### src/rtl/conv_line_ctrl.sv
// Line-buffer sequencer for the 5-tap BRAM delay in the HDMI convolution path.
// Drives the shared address/strobes and aligns row/column flags with stat_o.
module conv_line_ctrl #(
   parameter int ADDR_W = 11,
   parameter int LAT    = 3
) (
   input  logic              clk,
   input  logic              rst,
   input  logic [2:0]        stat_in,
   output logic [ADDR_W-1:0] bram_addr,
   output logic              bram_en,
   output logic              bram_we,
   output logic [4:0]        row_mask,
   output logic              col_first,
   output logic              col_last,
   output logic [2:0]        stat_o,
   output logic [ADDR_W:0]   line_len,
   output logic              ovf
);

   typedef enum logic [1:0] {
      WAIT_VS,
      WAIT_DE,
      ACTIVE
   } state_e;

   localparam logic [ADDR_W:0]   FULL    = {1'b1, {ADDR_W{1'b0}}};
   localparam logic [ADDR_W-1:0] ROW_MAX = '1;

   state_e            st_q, st_d;
   logic              vs_q;
   logic [ADDR_W:0]   pix_q, pix_d;
   logic [ADDR_W-1:0] row_q, row_d;
   logic [ADDR_W:0]   len_q, len_d;
   logic              ovf_q, ovf_d;
   logic [4:0]        rm_q, rm_d;
   logic [ADDR_W-1:0] addr_q, addr_d;
   logic              en_q, en_d;
   logic [9:0]        pipe_q [LAT];
   logic [9:0]        pipe_d;

   logic              de, vs_rise, start, pixel, cont, over, eol;
   logic              first, last;
   logic [ADDR_W:0]   col;
   logic [ADDR_W-1:0] row_cur;
   logic [4:0]        mask_new;

   assign de      = stat_in[0];
   assign vs_rise = stat_in[2] & ~vs_q;
   assign start   = de & (vs_rise | (st_q == WAIT_DE));
   assign pixel   = de & (start | (st_q == ACTIVE));
   assign cont    = pixel & ~start;
   assign col     = start ? '0 : pix_q;
   // pix_q parks at FULL once the line is too long for the buffer
   assign over    = cont & (pix_q == FULL);
   assign eol     = (st_q == ACTIVE) & ~de;
   assign row_cur = vs_rise ? '0 : row_q;
   assign first   = pixel & (col == '0);
   assign last    = pixel & (len_q != '0) & (col == len_q - 1'b1);

   always_comb begin
      mask_new = '0;
      for (int i = 0; i < 5; i++) begin
         mask_new[i] = (int'(row_cur) >= i);
      end
   end

   always_comb begin
      st_d  = st_q;
      pix_d = pix_q;
      row_d = row_q;
      len_d = len_q;
      ovf_d = ovf_q;
      rm_d  = rm_q;
      if (eol) begin
         len_d = pix_q;
         if (row_q != ROW_MAX) begin
            row_d = row_q + 1'b1;
         end
         st_d = WAIT_DE;
      end
      if (vs_rise) begin
         st_d  = WAIT_DE;
         row_d = '0;
         ovf_d = 1'b0;
         rm_d  = '0;
      end
      if (start) begin
         st_d  = ACTIVE;
         pix_d = {{ADDR_W{1'b0}}, 1'b1};
         rm_d  = mask_new;
      end else if (cont) begin
         if (over) begin
            ovf_d = 1'b1;
         end else begin
            pix_d = pix_q + 1'b1;
         end
      end
   end

   always_comb begin
      addr_d = '0;
      en_d   = 1'b0;
      if (pixel) begin
         addr_d = over ? '1 : col[ADDR_W-1:0];
         en_d   = ~over;
      end
      pipe_d = {stat_in, rm_d, first, last};
   end

   always_ff @(posedge clk) begin
      if (!rst) begin
         st_q   <= WAIT_VS;
         vs_q   <= 1'b0;
         pix_q  <= '0;
         row_q  <= '0;
         len_q  <= '0;
         ovf_q  <= 1'b0;
         rm_q   <= '0;
         addr_q <= '0;
         en_q   <= 1'b0;
         for (int i = 0; i < LAT; i++) begin
            pipe_q[i] <= '0;
         end
      end else begin
         st_q   <= st_d;
         vs_q   <= stat_in[2];
         pix_q  <= pix_d;
         row_q  <= row_d;
         len_q  <= len_d;
         ovf_q  <= ovf_d;
         rm_q   <= rm_d;
         addr_q <= addr_d;
         en_q   <= en_d;
         pipe_q[0] <= pipe_d;
         for (int i = 1; i < LAT; i++) begin
            pipe_q[i] <= pipe_q[i-1];
         end
      end
   end

   assign bram_addr = addr_q;
   assign bram_en   = en_q;
   assign bram_we   = en_q;
   assign line_len  = len_q;
   assign ovf       = ovf_q;
   assign {stat_o, row_mask, col_first, col_last} = pipe_q[LAT-1];

endmodule

### config.mk
export PLATFORM = sky130hd
export DESIGN_NAME = conv_line_ctrl
export DESIGN_NICKNAME = d
export VERILOG_FILES = /design/src/rtl/conv_line_ctrl.sv
export SDC_FILE = /design/constraint.sdc
export NUM_CORES = 1
export LEC_CHECK = 0
export CAP_MARGIN = 30
export CORE_MARGIN = 10
export CORE_UTILIZATION = 65
export CTS_BUF_LIST = sky130_fd_sc_hd__clkbuf_16
export DETAILED_ROUTE_END_ITERATION = 10
export DONT_BUFFER_PORTS = 1
export PLACE_DENSITY_LB_ADDON = 0.05
export SLEW_MARGIN = 15
export SYNTH_ARGS = -nofsm -noshare
export SYNTH_HDL_FRONTEND = slang
export SYNTH_SLANG_ARGS = --single-unit
### constraint.sdc
create_clock -name clk -period 4.7 [get_ports clk]
set_clock_uncertainty 0.1 [all_clocks]
set_input_delay 0.94 -clock clk [delete_from_list [all_inputs] [get_ports clk]]
set_output_delay 0.94 -clock clk [all_outputs]
set_load 0.01 [all_outputs]
==> impl_metrics.json, run 1 <==
{
  "grt_max_degree": 47,
  "layout-drive-gt1-share_pct": 6.069,
  "setup_viol": 0,
  "placed_cells": 433,
  "startpoint_type": "primary input",
  "io_pins": 41,
  "syn2layout_area_growth_pct": 6.541,
  "synth_edf_count": 0,
  "r2r_setup_slack_ns": 2.17,
  "hold_violations": 0,
  "combPwrFrac_pct": 3.5,
  "diodes": 0,
  "rows": 26,
  "grt_pass1_vias": 2431,
  "finalMaxSlewViolations": 0,
  "powerDensity_mw_per_mm2": 376.4,
  "core-area_mm2": 0.005140,
  "cts_made_buffers": 9,
  "yosys.area.top_type_share_pct": 46.26,
  "ys_types": 49,
  "synth-seq-cells": 80,
  "status": "complete, no violations",
  "wl_mm": 7.382,
  "cts_sinks": 80,
  "clk_pin_slew_worst_paths_ns": 0.06,
  "tightest_slew_ns": 0.9062,
  "finalCritPeriodShare_pct": 55.57,
  "postCtsHoldBufs": 0,
  "cp-startpoint": "stat_in[2]",
  "vias": 2603,
  "place.gp.congestion": 0.8371,
  "grt_pass1_wl_mm": 12.23,
  "io_buffers": 0,
  "power_switching_mw": 0.3209,
  "cts_max_path_buffers": 2,
  "syn_nets": 401,
  "insertion_delay_ns": 0.33,
  "p_leak_nw": 1.307,
  "cp.arrival_ns": 2.74,
  "endpoint_kind": "flip-flop",
  "firstDrtPassIters": 4,
  "fmax_mhz": 382.9,
  "wl_per_cell_um": 16.44,
  "period_minus_slack_ns": 2.612,
  "ir_worst_vdd_uv": 224.4,
  "drt_iter0_markers": 138,
  "avgSynthCellArea_um2": 8.832,
  "ant_nets": 0,
  "layout.nets": 383,
  "drc": 0,
  "antenna_found_initial": 0,
  "ys_warn_count": 0,
  "critPathKind": "in -> reg",
  "required_ns": 4.83,
  "hpwl_mm": 5.059,
  "syn-cell-area_mm2": 0.003462,
  "stdcell_count": 449,
  "final_area_mm2": 0.003689,
  "maxCapViolations": 0,
  "ys_async_sr_fraction_pct": 0,
  "ff2ff_path_depth": 8,
  "rsz0062_at_grt": "no",
  "synth.yosys.seq_area_share_pct": 46.26,
  "timing.rr.start": "line_len[0]$_SDFFE_PN0P_",
  "cts-root-buf": "clkbuf_16",
  "p_seq_share_pct": 50.1,
  "tns_ns": 0,
  "cp_max_fo": 25,
  "whs_path_depth": 1,
  "synthTopCellsByArea": "dfxtp_1 (46%), nand2_1 (5.6%), and2_1 (5.1%)",
  "maxSlewHeadroom_pct": 39.46,
  "place_area_mm2": 0.003408,
  "cts_tree": "yes",
  "clock_power_share_pct": 46.4,
  "cts_resized": 0,
  "htreeDepth": 3,
  "hp-start": "pipe_q[0][12]$_SDFF_PN0_",
  "overflow": 0,
  "intPower_mw": 1.067,
  "switching_share_pct": 23.12,
  "grt_usage_pct": 17.39,
  "start_util_pct": 67.36,
  "synth_area_leader_cell": "dfxtp_1",
  "syn_inst": 392,
  "synth_flop_cell": "dfxtp_1",
  "fp.dieH_um": 92.98,
  "die_area_mm2": 0.008645,
  "hold_class": "reg -> reg",
  "via_per_inst": 5.797,
  "post_cts_buffers": 0,
  "fp.dieW_um": 92.98
}
registers in the layout, indices dropped and copies added (netlist names), 2 cells and up:
name and cells:
pix_q 12, pipe_q 26, row_q 11, rm_q 4, st_q 2, bram_addr 11
line_len 12
metal layers:
metal,part of all wire (%),GRT usage [%],wire length (um),vias to the layer above
li1,-,-,-,1296
met3,10,7.274,773,3
met4,0.49,6.812,36,0
met2,42,24.07,3064,89
met5,0,0,0,-
met1,47,23.32,3506,1215
worst max-delay path, cell delays in order:
cell and delay [ns]:
nand2b_1 0.30, a21bo_2 0.48, nand2_1 0.19, nor4b_1 0.35
nand2_1 0.12, a2111oi_2 0.35
power by group through the flow:
stage	Combinational, mW	Clock (mW)	Sequential [mW]
2_1_floorplan	0.0469	0	0.708
3_3_place_gp	0.0466	0	0.711
3_5_place_dp	0.0475	0	0.711
4_1_cts	0.0480	0.652	0.696
5_1_grt	0.0537	0.684	0.697
6_report	0.0481	0.644	0.696
synth_stat cells (2+ instances only):
cell      instances
a21boi_0         15
a21boi_1          3
a21oi_1          22
and2_1           28
and3_1            3
and4_1            3
buf_2             2
buf_4             9
clkbuf_1         18
clkinv_1          2
dfxtp_1          80
ha_1              4
inv_1             8
mux2i_1           3
nand2_1          52
nand2b_1          5
nand3_1          12
nand4_1           9
nor2_1           25
nor2b_1           4
nor3_1            9
nor4_1            2
nor4b_1           2
o211ai_1          4
o21ai_0          11
o31ai_1           3
or3_1             9
or4_1             3
xnor2_1          13
xor2_1           10
kinds of logic after synthesis:
logic type	count (synthesis)	share of synthesized area, %
multiplexers	3	0.8674
AND/OR/NAND/NOR	170	25.48
flip-flops	80	46.26
XOR/XNOR	25	6.939
AO/OA/AOI/OAI	70	13.63
adder cells (fa/ha/maj)	4	1.446
buffers and inverters	40	5.385
metrics by stage:
step / power, mW / hold WS [ns] / utilization [%] / worst slack [ns]
floorplan: 0.7545 / 0.3119 / - / 2.264
global placement: 0.7572 / 0.3135 / 66.31 / 1.906
detailed placement: 0.7586 / 0.3217 / 66.31 / 1.748
CTS: 1.396 / 0.3370 / 71.76 / 2.093
global route: 1.434 / 0.3421 / 71.76 / 1.900
finish: 1.388 / 0.3329 / 71.76 / 2.088
layout by cell type (no fill, tap or decap), drive strengths merged, types with 5 or more instances in the layout:
cell	count
a21oi	22
nor3	10
a21boi	18
clkinv	5
nand4	9
clkbuf	9
o21ai	11
or3	9
and2	28
nand2	52
inv	10
xor2	11
nand3	12
nor2	25
nand2b	5
xnor2	13
dfxtp	80
cell type report:
type | instances | area (um^2)
flip-flops and latches | 80 | 1602
multi-input cells | 272 | 1674
fillers | 426 | 1451
clock inverters | 7 | 55.05
clock buffers | 9 | 225.2
repair buffers | 1 | 7.507
well taps | 70 | 87.58
inverters | 10 | 37.54
path summary, 6_finish.rpt:
| check | to |
|---|---|
| min reg2reg | pipe_q[0][22]$_SDFF_PN0_ |
| max reg2reg | pipe_q[0][0]$_SDFF_PN0_ |
| min | pipe_q[0][22]$_SDFF_PN0_ |
| max | pipe_q[0][0]$_SDFF_PN0_ |
Note: power is estimated with default switching activity, not from simulation.
==> run 2, diff against run 1 <==
--- a/config.mk
+++ b/config.mk
@@ -7,7 +7,7 @@
 export LEC_CHECK = 0
 export CAP_MARGIN = 30
 export CORE_MARGIN = 10
-export CORE_UTILIZATION = 65
+export CORE_UTILIZATION = 56
 export CTS_BUF_LIST = sky130_fd_sc_hd__clkbuf_16
 export DETAILED_ROUTE_END_ITERATION = 10
 export DONT_BUFFER_PORTS = 1
==> constraint.sdc (replaced) <==
create_clock -name clk -period 2.38 [get_ports clk]
set_clock_uncertainty 0.1 [all_clocks]
set_input_delay 0.476 -clock clk [delete_from_list [all_inputs] [get_ports clk]]
set_output_delay 0.476 -clock clk [all_outputs]
set_load 0.01 [all_outputs]
==> run 2 against run 1 <==
Compared with the run above: routed wire length up 0.24%; register-to-register slack worse by 2.0 ns; global-route usage down 2.0 points; sequential power up 97%; combinational power up 140%; critical path depth down 1; cell area up 6.5%; sequential cell count unchanged.
==> impl_metrics.json, run 2 (synthesized netlist as in run 1, its figures left out) <==
{
  "cpPeakStageDelay_ns": 0.41,
  "wl_per_cell_um": 15.51,
  "rows": 28,
  "fmax_mhz": 448.8,
  "grt_pass1_wl_mm": 12.36,
  "r2r-end": "pipe_q[0][0]$_SDFF_PN0_",
  "finalCritPeriodShare_pct": 93.62,
  "drc": 0,
  "cp_slowest_cell": "or3_4",
  "vias": 2627,
  "fp.dieH_um": 98.63,
  "fillCellCount": 512,
  "tns_ns": 0,
  "drt_iter0_markers": 154,
  "tightest_slew_ns": 0.5656,
  "power_mw": 2.987,
  "place.gp.congestion": 0.8647,
  "ir_worst_vdd_uv": 516.9,
  "start_util_pct": 58.13,
  "io_pins": 41,
  "final_common_cell": "dfxtp_1",
  "grt_pass1_vias": 2450,
  "cp_max_fo": 6,
  "cts_sinks": 80,
  "finalMaxSlewViolations": 0,
  "hpwl_mm": 5.341,
  "timing.rr.start": "line_len[2]$_SDFFE_PN0P_",
  "crit_chain": "or3_4 -> or3_1 -> and3_1 -> o41a_1 -> a2111oi_2",
  "ant_nets": 0,
  "cp.arrival_ns": 2.36,
  "grt_usage_pct": 15.40,
  "layout-drive-gt1-share_pct": 12.19,
  "r2r_setup_slack_ns": 0.15,
  "via_per_inst": 5.507,
  "critPathKind": "reg -> reg",
  "hold_violations": 0,
  "met2RoutedLength_mm": 2.986,
  "clk_pin_slew_worst_paths_ns": 0.06,
  "cts_tree": "yes",
  "hp-start": "rst",
  "dr_wl_met3_um": 618,
  "hold_class": "in -> reg",
  "io_buffers": 0,
  "rsz0062_at_grt": "no",
  "ff2ff_path_depth": 5,
  "layout.nets": 406,
  "syn2layout_area_growth_pct": 13.44,
  "antenna_found_initial": 0,
  "diodes": 0,
  "htreeDepth": 3,
  "grt_max_degree": 47,
  "maxCapViolations": 0,
  "highest_layer": "met4",
  "fp.dieW_um": 98.63,
  "status": "complete, no violations",
  "hold_end": "pipe_q[0][25]$_SDFF_PN0_",
  "startpoint_type": "flip-flop",
  "layout_common_cells": "dfxtp_1 (80), nand2_1 (52), and2_1 (28)",
  "insertion_delay_ns": 0.33,
  "wl_mm": 7.400,
  "largest_register": "pipe_q",
  "cts-root-buf": "clkbuf_16",
  "whs_path_depth": 1,
  "powerDensity_mw_per_mm2": 760.5,
  "maxSlewHeadroom_pct": 62.30,
  "die_area_mm2": 0.009727,
  "firstDrtPassIters": 4,
  "cts_max_path_buffers": 2,
  "largest_register_ffs": 26,
  "core-area_mm2": 0.005956,
  "period_minus_slack_ns": 2.228,
  "endpoint_kind": "flip-flop",
  "postCtsHoldBufs": 0,
  "cts_made_buffers": 9,
  "overflow": 0,
  "required_ns": 2.52,
  "wl_met1_mm": 3.715,
  "setup_viol": 0,
  "p_leak_nw": 1.443
}
[run 2: final cells by class]
type	count	area [um^2]	share of cell area, %
multi-input cells	272	1685	42.91
well taps	75	93.84	2.389
inverters	10	37.54	0.9557
clock buffers	9	225.2	5.734
clock inverters	7	103.9	2.644
flip-flops and latches	80	1602	40.78
repair buffers	24	180.2	4.587
[run 2: worst max-delay path by stage]
| stage | end | slack, ns | from | depth (start not counted) |
|---|---|---|---|---|
| after floorplan | pipe_q[0][0]$_SDFF_PN0_ | 0.11 | line_len[0]$_SDFFE_PN0P_ | 9 |
| after global placement | pipe_q[0][0]$_SDFF_PN0_ | 0.11 | line_len[0]$_SDFFE_PN0P_ | 8 |
| after detailed placement | pipe_q[0][0]$_SDFF_PN0_ | 0.005 | line_len[0]$_SDFFE_PN0P_ | 8 |
| after CTS | pipe_q[0][0]$_SDFF_PN0_ | 0.09 | line_len[0]$_SDFFE_PN0P_ | 8 |
| after global routing | pipe_q[0][0]$_SDFF_PN0_ | 0.007 | line_len[5]$_SDFFE_PN0P_ | 6 |
| final | pipe_q[0][0]$_SDFF_PN0_ | 0.15 | line_len[2]$_SDFFE_PN0P_ | 5 |
[run 2: stage by stage]
stage / hold slack, ns / util [%] / setup WS (ns) / instances / instance area (um^2)
after global routing: 0.1592 / 65.95 / 0.007403 / 477 / 3928
after floorplan: 0.3119 / - / 0.1065 / 392 / 3462
after detailed placement: 0.3200 / 60.11 / 0.004860 / 460 / 3580
after CTS: 0.1577 / 65.69 / 0.08681 / 476 / 3913
final: 0.1602 / 65.95 / 0.1519 / 477 / 3928
after global placement: 0.3133 / 60.11 / 0.1145 / 460 / 3580
[run 2: repair_timing]
| action | CTS | global route |
|---|---|---|
| resized for setup | 1 | 2 |
| pin swaps | 0 | 1 |
| hold endpoints to repair | 0 | 0 |
| buffers inserted | 0 | 1 |
| endpoints found under the setup margin | 1 | 1 |
[run 2: worst max-delay path, delay by kind of cell, from the launching register on]
| family | cells | cell delay, ns |
|---|---|---|
| AOI/OAI and AO/OA | 2 | 0.70 |
| DFF | 1 | 0.36 |
| and+or+nand+nor | 3 | 0.97 |
[run 2: where the power goes]
part	switching (mW)	internal [mW]
Combinational	0.0697	0.0470
Sequential	0.0109	1.36
Clock	0.570	0.931
[run 2: metal layers]
layer / track usage, % / vias up
met2: 20.73 / 72
li1: - / 1346
met5: 0 / -
met3: 5.447 / 7
met1: 21.48 / 1202
met4: 6.615 / 0
